### src/rtl/bus_arbiter_pkg.sv
// Shared types and width helpers for the round-robin bus arbiter.
// Imported by the interface, the picker and the arbiter top level.
package arb_pkg;

  typedef enum logic [1:0] {
    ARB_IDLE    = 2'd0,
    ARB_GRANTED = 2'd1,
    ARB_RELEASE = 2'd2
  } arbState_e;

  // Index width for n cores; a 2-core bus still needs one bit.
  function automatic int unsigned idxWidth(input int unsigned n);
    return (n <= 2) ? 1 : $clog2(n);
  endfunction

  // Width of the hold counter; kept at one bit when preemption is disabled.
  function automatic int unsigned holdWidth(input int unsigned maxHold);
    return (maxHold == 0) ? 1 : $clog2(maxHold + 1);
  endfunction

endpackage

### src/rtl/bus_arbiter_if.sv
// Request/grant bundle between the per-core arbitration submodules and
// the central arbiter of one shared bus.
interface bus_arbiter_if #(
  parameter int unsigned N_CORES = 4
);
  import arb_pkg::*;

  localparam int unsigned ID_W = idxWidth(N_CORES);

  logic [N_CORES-1:0] Bus_RQ;
  logic               Bus_Ready;
  logic [N_CORES-1:0] Bus_GRANT;
  logic [ID_W-1:0]    Grant_Id;
  logic               Bus_Busy;

  modport master (
    output Bus_RQ,
    output Bus_Ready,
    input  Bus_GRANT,
    input  Grant_Id,
    input  Bus_Busy
  );

  modport slave (
    input  Bus_RQ,
    input  Bus_Ready,
    output Bus_GRANT,
    output Grant_Id,
    output Bus_Busy
  );

endinterface

### src/rtl/bus_arbiter_picker.sv
// Combinational round-robin picker: first set request at or after
// (lastWinner+1) mod N_CORES.
module rr_priority_picker
  import arb_pkg::*;
#(
  parameter  int unsigned N_CORES = 4,
  localparam int unsigned IW      = idxWidth(N_CORES)
) (
  input  logic [N_CORES-1:0] req,
  input  logic [IW-1:0]      lastWinner,
  output logic               found,
  output logic [IW-1:0]      winner
);

  // One extra bit so lastWinner+i never overflows before the single wrap.
  logic [IW:0] cand;

  always_comb begin
    found  = 1'b0;
    winner = '0;
    cand   = '0;
    for (int unsigned i = 1; i <= N_CORES; i++) begin
      cand = {1'b0, lastWinner} + (IW+1)'(i);
      if (cand >= (IW+1)'(N_CORES)) begin
        cand = cand - (IW+1)'(N_CORES);
      end
      if (!found && req[cand[IW-1:0]]) begin
        found  = 1'b1;
        winner = cand[IW-1:0];
      end
    end
  end

endmodule

### src/rtl/bus_arbiter.sv
// Central arbiter for one shared bus: round-robin grant held until the
// owner drops, one all-zero isolation cycle between owners, optional preemption.
module bus_arbiter
  import arb_pkg::*;
#(
  parameter  int unsigned N_CORES  = 4,
  parameter  int unsigned MAX_HOLD = 0,
  localparam int unsigned IW       = idxWidth(N_CORES),
  localparam int unsigned HW       = holdWidth(MAX_HOLD)
) (
  input logic          clock,
  input logic          reset_n,
  bus_arbiter_if.slave bus
);

  localparam logic [IW-1:0] LAST_RESET = IW'(N_CORES - 1);
  localparam logic [HW-1:0] HOLD_MAX   = HW'(MAX_HOLD);

  arbState_e          state, stateNext;
  logic [IW-1:0]      owner, ownerNext;
  logic [IW-1:0]      lastWinner, lastWinnerNext;
  logic [HW-1:0]      holdCnt, holdCntNext;
  logic [N_CORES-1:0] ownerMask;
  logic               preempt;
  logic               pickFound;
  logic [IW-1:0]      pickWinner;

  logic [N_CORES-1:0] grantQ;
  logic [IW-1:0]      idQ;
  logic               busyQ;

  rr_priority_picker #(
    .N_CORES (N_CORES)
  ) uPicker (
    .req        (bus.Bus_RQ),
    .lastWinner (lastWinner),
    .found      (pickFound),
    .winner     (pickWinner)
  );

  always_comb begin
    ownerMask        = '0;
    ownerMask[owner] = 1'b1;
  end

  always_comb begin
    preempt = 1'b0;
    if (MAX_HOLD != 0) begin
      preempt = (holdCnt == HOLD_MAX) && bus.Bus_Ready
                && (|(bus.Bus_RQ & ~ownerMask));
    end
  end

  always_comb begin
    stateNext      = state;
    ownerNext      = owner;
    lastWinnerNext = lastWinner;
    holdCntNext    = holdCnt;
    unique case (state)
      ARB_IDLE, ARB_RELEASE: begin
        if (pickFound) begin
          stateNext      = ARB_GRANTED;
          ownerNext      = pickWinner;
          lastWinnerNext = pickWinner;
          holdCntNext    = '0;
        end else begin
          stateNext = ARB_IDLE;
        end
      end
      ARB_GRANTED: begin
        // A drop coinciding with preemption is just a normal release.
        if (!bus.Bus_RQ[owner] || preempt) begin
          stateNext = ARB_RELEASE;
        end else if (holdCnt != HOLD_MAX) begin
          holdCntNext = holdCnt + 1'b1;
        end
      end
      default: stateNext = ARB_IDLE;
    endcase
  end

  always_ff @(posedge clock or negedge reset_n) begin
    if (!reset_n) begin
      state      <= ARB_IDLE;
      owner      <= '0;
      lastWinner <= LAST_RESET;
      holdCnt    <= '0;
    end else begin
      state      <= stateNext;
      owner      <= ownerNext;
      lastWinner <= lastWinnerNext;
      holdCnt    <= holdCntNext;
    end
  end

  // Outputs follow the state register, so a new owner's grant appears one
  // cycle after the RELEASE cycle has already driven all grants low.
  always_ff @(posedge clock or negedge reset_n) begin
    if (!reset_n) begin
      grantQ <= '0;
      idQ    <= '0;
      busyQ  <= 1'b0;
    end else begin
      grantQ <= (state == ARB_GRANTED) ? ownerMask : '0;
      idQ    <= owner;
      busyQ  <= (state == ARB_GRANTED);
    end
  end

  assign bus.Bus_GRANT = grantQ;
  assign bus.Grant_Id  = idQ;
  assign bus.Bus_Busy  = busyQ;

endmodule

### src/flat_wrapper.sv
// flat-port wrapper written by rule: the top's interface ports become plain ports
module bus_arbiter_flat import arb_pkg::*;
#(
  parameter  int unsigned N_CORES  = 4,
  parameter  int unsigned MAX_HOLD = 0,
  localparam int unsigned IW       = idxWidth(N_CORES),
  localparam int unsigned HW       = holdWidth(MAX_HOLD)
)
  (clock, reset_n, bus_Bus_RQ, bus_Bus_Ready, bus_Bus_GRANT, bus_Grant_Id, bus_Bus_Busy);
  bus_arbiter_if #(.N_CORES(N_CORES)) bus_i ();
  input logic clock;
  input logic reset_n;
  input wire logic [$bits(bus_i.Bus_RQ)-1:0] bus_Bus_RQ;
  input wire logic [$bits(bus_i.Bus_Ready)-1:0] bus_Bus_Ready;
  output wire logic [$bits(bus_i.Bus_GRANT)-1:0] bus_Bus_GRANT;
  output wire logic [$bits(bus_i.Grant_Id)-1:0] bus_Grant_Id;
  output wire logic [$bits(bus_i.Bus_Busy)-1:0] bus_Bus_Busy;
  assign bus_i.Bus_RQ = bus_Bus_RQ;
  assign bus_i.Bus_Ready = bus_Bus_Ready;
  assign bus_Bus_GRANT = bus_i.Bus_GRANT;
  assign bus_Grant_Id = bus_i.Grant_Id;
  assign bus_Bus_Busy = bus_i.Bus_Busy;
  bus_arbiter #(.N_CORES(N_CORES), .MAX_HOLD(MAX_HOLD)) u_core (.clock(clock), .reset_n(reset_n), .bus(bus_i));
endmodule
### config.mk
export PLATFORM = sky130hd
export DESIGN_NAME = bus_arbiter_flat
export DESIGN_NICKNAME = d
export VERILOG_FILES = /design/src/rtl/bus_arbiter_pkg.sv /design/src/rtl/bus_arbiter_if.sv /design/src/rtl/bus_arbiter_picker.sv /design/src/rtl/bus_arbiter.sv /design/src/flat_wrapper.sv
export SDC_FILE = /design/constraint.sdc
export NUM_CORES = 1
export LEC_CHECK = 0
export BUFFER_PORTS_ARGS = -buffer_cell sky130_fd_sc_hd__buf_2
export CAP_MARGIN = 20
export CORE_AREA = 8 8 45 47
export DETAILED_ROUTE_END_ITERATION = 12
export DIE_AREA = 0 0 53 55
export GPL_TIMING_DRIVEN = 0
export PLACE_DENSITY = 0.66
export SETUP_SLACK_MARGIN = 0.15
export SLEW_MARGIN = 20
export SYNTH_ARGS = -nofsm -noshare
export SYNTH_HDL_FRONTEND = slang
export SYNTH_SLANG_ARGS = --single-unit
### constraint.sdc
create_clock -name clock -period 3.6 [get_ports clock]
set_input_delay 0.18 -clock clock [delete_from_list [all_inputs] [get_ports clock]]
set_output_delay 0.18 -clock clock [all_outputs]
set_load 0.05 [all_outputs]
Word-level counts from Yosys, hierarchy flattened. Cells that the tools add are included.

Memories kept: 0. Bits in read-only memories: 0. Output and inout bits: 7. Latch bits: 0. Word-level logic and storage cells: 65. Bits in writable memories: 0. Flip-flop bits (word level): 13.

Bitwise operators: 0. Muxes and demuxes: 28. Shift-type cells: 0. Multiply operators: 0. $lt $le $gt $ge: 10. Eq/ne operators: 3. Add/sub/neg operators: 8. Reduce and logical (&&, ||, !) cells: 10. Div/mod/pow operators: 0.

Operator list (count): $mux W2 (9); $lt A2 B3 Y1 const B (5); $ge A3 B3 Y1 const B (4); $mux W1 (11); $bmux W1 S2 (5); $sub A2 B1 Y2 const B (4); $add A2 B2 Y3 const B (2); $logic_and A1 B1 Y1 (4); $mux W4 (1); $pmux W2 S2 (1); $add A2 B1 Y3 const B (1); $add A2 B3 Y3 const B (1); $logic_not A1 Y1 (3); $demux W1 S2 (1); $eq A2 B1 Y1 const B (1); $eq A2 B2 Y1 const B (1); $ge A2 B1 Y1 const B (1); $logic_not A2 Y1 (1); $ne A2 B2 Y1 const B (1); $reduce_and A2 Y1 (1); $reduce_or A2 Y1 (1).

Longest topological paths before layout.
Depth after elaboration: 17. Mapped depth: 4. Depth with buffers taken out: 4.

Modules after synthesis. From an unflattened synthesis, not the netlist that was laid out.

Cells, all modules: 41. Area total of the unflattened synthesis: 541.8 µm².

By module, submodules not included: bus_arbiter (cells each 27, sequential area each 327.8 µm², area each 450.4 µm², instances 1); rr_priority_picker (cells each 14, sequential area each 0.0 µm², area each 91.3 µm², instances 1).

Worst setup path after synthesis. Ideal clock, no wire load.

Kind: register -> register. Start point: register u_core.owner[1]. End point: register u_core.state[0]. Arrival time: 1.146 ns. Slack: 2.336 ns. Clock period less this slack: 1.264 ns. Cell stages (with the launch flop): 3. Buffers on the path: 0. Library setup time: 0.118 ns. Cell sequence: dfrtp_1 > mux4_1 > a21o_1.

Longest elaborated chain between the ends: 3.

Ends and longest elaborated chain: from (decl) (line bus_arbiter.sv:20) `logic [IW-1:0] owner, ownerNext;`; from (signal assigned) (line bus_arbiter.sv:90) `owner <= ownerNext;`; $bmux W1 S2 (line bus_arbiter.sv:72) `if (!bus.Bus_RQ[owner] || preempt) begin`; $mux W1 (not written as such) (line bus_arbiter.sv:72); $ne A2 B2 Y1 (no source line); to (signal assigned) (line bus_arbiter.sv:89) `state <= stateNext;`; to (decl) (line bus_arbiter.sv:19) `arbState_e state, stateNext;`.

No other way between the ends. The select of a mux whose other input is x is not followed. A chain may end at the register's enable or synchronous reset.

Final worst setup path.
Start point: register u_core.lastWinner[0]. End point: register u_core.lastWinner[1].

Longest elaborated chain between the ends: 16.

Ends and longest elaborated chain: from (decl) (line bus_arbiter.sv:21) `logic [IW-1:0] lastWinner, lastWinnerNext;`; from (signal assigned) (line bus_arbiter.sv:91) `lastWinner <= lastWinnerNext;`; $add A2 B1 Y3 (line bus_arbiter_picker.sv:23) `cand = {1'b0, lastWinner} + (IW+1)'(i);`; $ge A3 B3 Y1 or $sub A2 B1 Y2 (tied branches) (line bus_arbiter_picker.sv:24, bus_arbiter_picker.sv:25); $mux W2 (line bus_arbiter_picker.sv:24) `if (cand >= (IW+1)'(N_CORES)) begin`; $bmux W1 S2 (line bus_arbiter_picker.sv:27) `if (!found && req[cand[IW-1:0]]) begin`; $mux W1 (not written as such) (line bus_arbiter_picker.sv:27); $mux W1 (line bus_arbiter_picker.sv:27); $logic_not A1 Y1 (line bus_arbiter_picker.sv:27); $logic_and A1 B1 Y1 (line bus_arbiter_picker.sv:27); $mux W1 (line bus_arbiter_picker.sv:27); $logic_not A1 Y1 (line bus_arbiter_picker.sv:27); $logic_and A1 B1 Y1 (line bus_arbiter_picker.sv:27); $mux W1 (line bus_arbiter_picker.sv:27); $logic_not A1 Y1 (line bus_arbiter_picker.sv:27); $logic_and A1 B1 Y1 (line bus_arbiter_picker.sv:27); $mux W1 (line bus_arbiter_picker.sv:27); $reduce_and A2 Y1 (no source line).

Parallel ways exist; a longest one is shown, timed or not. The select of a mux whose other input is x is not followed.

==> impl_metrics.toml <==
[power_and_ir_drop]
clkPwrFrac_pct = 13.6
max-vdd-ir-drop_v = 0.000341
p_per_area_mw_per_mm2 = 953
p_leak_nw = 0.329
p_switching_mw = 0.295
internal-power_mw = 0.354
switching_share_pct = 45.4
pwr-share-seq_pct = 41.6
combPwrFrac_pct = 44.9

[cells_and_area]
mostFrequentLayoutCell = "buf_2"
antennaDiodeCount = 0
drive_above_1_share_pct = 28.4
final.fill_count = 140
final_cell_mix = "buf_2 (12), dfrtp_1 (11), nand2_1 (5)"
nNetsFinal = 75
areaGrowthSynthToFinish_pct = 20.6

[clocking]
clock_path_buffers = 2
cts-root-buf = "clkbuf_4"
cts-buffers-inserted = 3
cts.sinks = 13
hold_buffers = 1
cts_tree = "built"
post-cts-setup-buffer-count = 0
post_cts_resized = 0
clk_latency_ps = 270
htree_num_levels = 1
path_clk_slew_ps = 80

[yosys]
seq_area_frac_synth_pct = 58.1
synth.distinct_cells = 22
ys_ff_latch = 13
synthCells = 50
yosysWarnings = 0
syn-cell-area_um2 = 564
avgSynthCellArea_um2 = 11.3
synth_nets = 57

[detailed_routing]
drtAntennaViolNets = 0
vias = 430
drt-initial-drc-count = 3
first_pass_iters = 4
routedWlPerCell_um = 12.3
drc = 0
viasPerCell = 5.18
wirelength_um = 1020

[sta]
setup_viol = 0
finalHoldViolCount = 0
fin_setup_tns_ps = 0
drv_slew = 0
worstMarginPinSlew_ps = 396
skew_ps = 3.33
max-slew-margin-rel_pct = 73.4
period_minus_slack_ps = 1350
period_share_pct = 37.4
hold_ws_ps = 312
rsz0062_at_grt = "no"
max_freq_ghz = 0.743

[placed_design]
finalWeightedCongestion = 0.702
dp_hpwl_um = 748
port_buffers = 12

[floorplan]
die_w_um = 53
num_io_pins = 14
num_rows = 14
initial_core_util_pct = 40.8
die_h_um = 55
die_area_mm2 = 0.00292
core_mm2 = 0.00138

[critical_path]
start_kind = "flip-flop"
arrival_ps = 1560
r2r_slack_ps = 2250
critPathRequiredTime_ps = 3820
crit_type = "reg2reg"
critPathMaxFanout = 7
crit_path_end_kind = "flip-flop"

[worst_hold_path]
min_path_type = "in2async"

[grt]
grt_max_degree = 14
grt_usage_pct = 7.42
grt_pass1_vias = 384
grt_pass1_wl_um = 1540
antenna_found_initial = 0
grt_overflow = 0

[status]
status = "finished, final reports clean"

[run]
cap_violations = 0
[metal layers]
layer	share of wire [%]	GRT usage, %	vias to the layer above
li1	-	-	214
met1	45	8.68	198
met2	43	10.2	16
met3	9.3	1.60	2
met4	1.9	9.05	0
met5	0	0	-
[cell type report]
cell class	count	area [um2]	area share, %
Sequential cell	13	328	48.2
Inverter	1	3.75	0.551
Timing Repair Buffer	13	70.1	10.3
Clock buffer	4	26.3	3.86
Multi-Input combinational cell	36	233	34.2
Tap cell	16	20.0	2.94
[final timing paths]
path | from | endpoint | cells past startpoint
setup / recovery | u_core.lastWinner[0] | u_core.lastWinner[1] | 4
min in group clock | bus_Bus_RQ[1] | u_core.lastWinner[0] | 4
setup reg to reg | u_core.lastWinner[0] | u_core.lastWinner[1] | 4
max in group asynchronous | reset_n | u_core.lastWinner[1] | 2
hold / removal | reset_n | u_core.bus.Bus_GRANT[3] | 2
hold reg to reg | u_core.owner[0] | u_core.bus.Grant_Id[0] | 0
[synthesized netlist by cell type, drive strengths merged]
| cell type | n | area [um2] |
|---|---|---|
| nor2 | 4 | 15.0 |
| a21o | 1 | 7.51 |
| nand3 | 2 | 10.0 |
| and3b | 1 | 10.0 |
| and3 | 1 | 6.26 |
| mux4 | 1 | 26.3 |
| mux2i | 1 | 10.0 |
| or2 | 1 | 6.26 |
| nand2 | 5 | 18.8 |
| o21a | 2 | 15.0 |
| o21ai | 3 | 15.0 |
| nor4 | 1 | 6.26 |
| nor3 | 2 | 10.0 |
| nand2b | 1 | 6.26 |
| or2b | 1 | 7.51 |
| dfstp | 2 | 52.6 |
| or3b | 1 | 8.76 |
| dfrtp | 11 | 275 |
| nor3b | 4 | 30.0 |
| o311ai | 1 | 8.76 |
| a21oi | 3 | 15.0 |
| inv | 1 | 3.75 |
[per-stage QoR]
stage               area, um2  std cells  setup WS (ps)  utilization, %  power (mW)
detailed placement        644         78           2260            46.6       0.567
global route              681         83           2200            49.2       0.692
finish                    681         83           2250            49.2       0.649
global placement          644         78           2250            46.6       0.563
CTS                       681         83           2250            49.2       0.656
floorplan                 564         50           2340               -       0.494
[critical path, cell delays in order (launching register included)]
cell and delay (ps):
dfstp_2 590, or2b_1 270, nor3b_1 190, o311ai_1 140, nand2_1 100
[power by group through the flow]
stage | clock network [mW] | registers (mW) | logic, mW
floorplan | 0 | 0.381 | 0.113
global placement | 0 | 0.275 | 0.288
detailed placement | 0 | 0.273 | 0.294
CTS | 0.0910 | 0.270 | 0.295
global route | 0.100 | 0.280 | 0.311
finish | 0.0880 | 0.270 | 0.291
[registers in the layout, summed over array words and instances, names as in the netlist]
| signal | flops |
|---|---|
| u_core.bus.Bus_GRANT | 4 |
| u_core.bus.Grant_Id | 2 |
| u_core.lastWinner | 2 |
| u_core.owner | 2 |
| u_core.state | 2 |
| u_core.bus.Bus_Busy | 1 |
[cell families (layout without fill, tap and decap cells)]
family	after synthesis	after routing	synth area share, %
buffers and inverters	1	18	0.665
AOI/OAI and AO/OA	10	10	10.9
and+or+nand+nor	24	24	24.0
muxes	2	2	6.43
DFF	13	13	58.1
(Power assumes the default switching activity.)
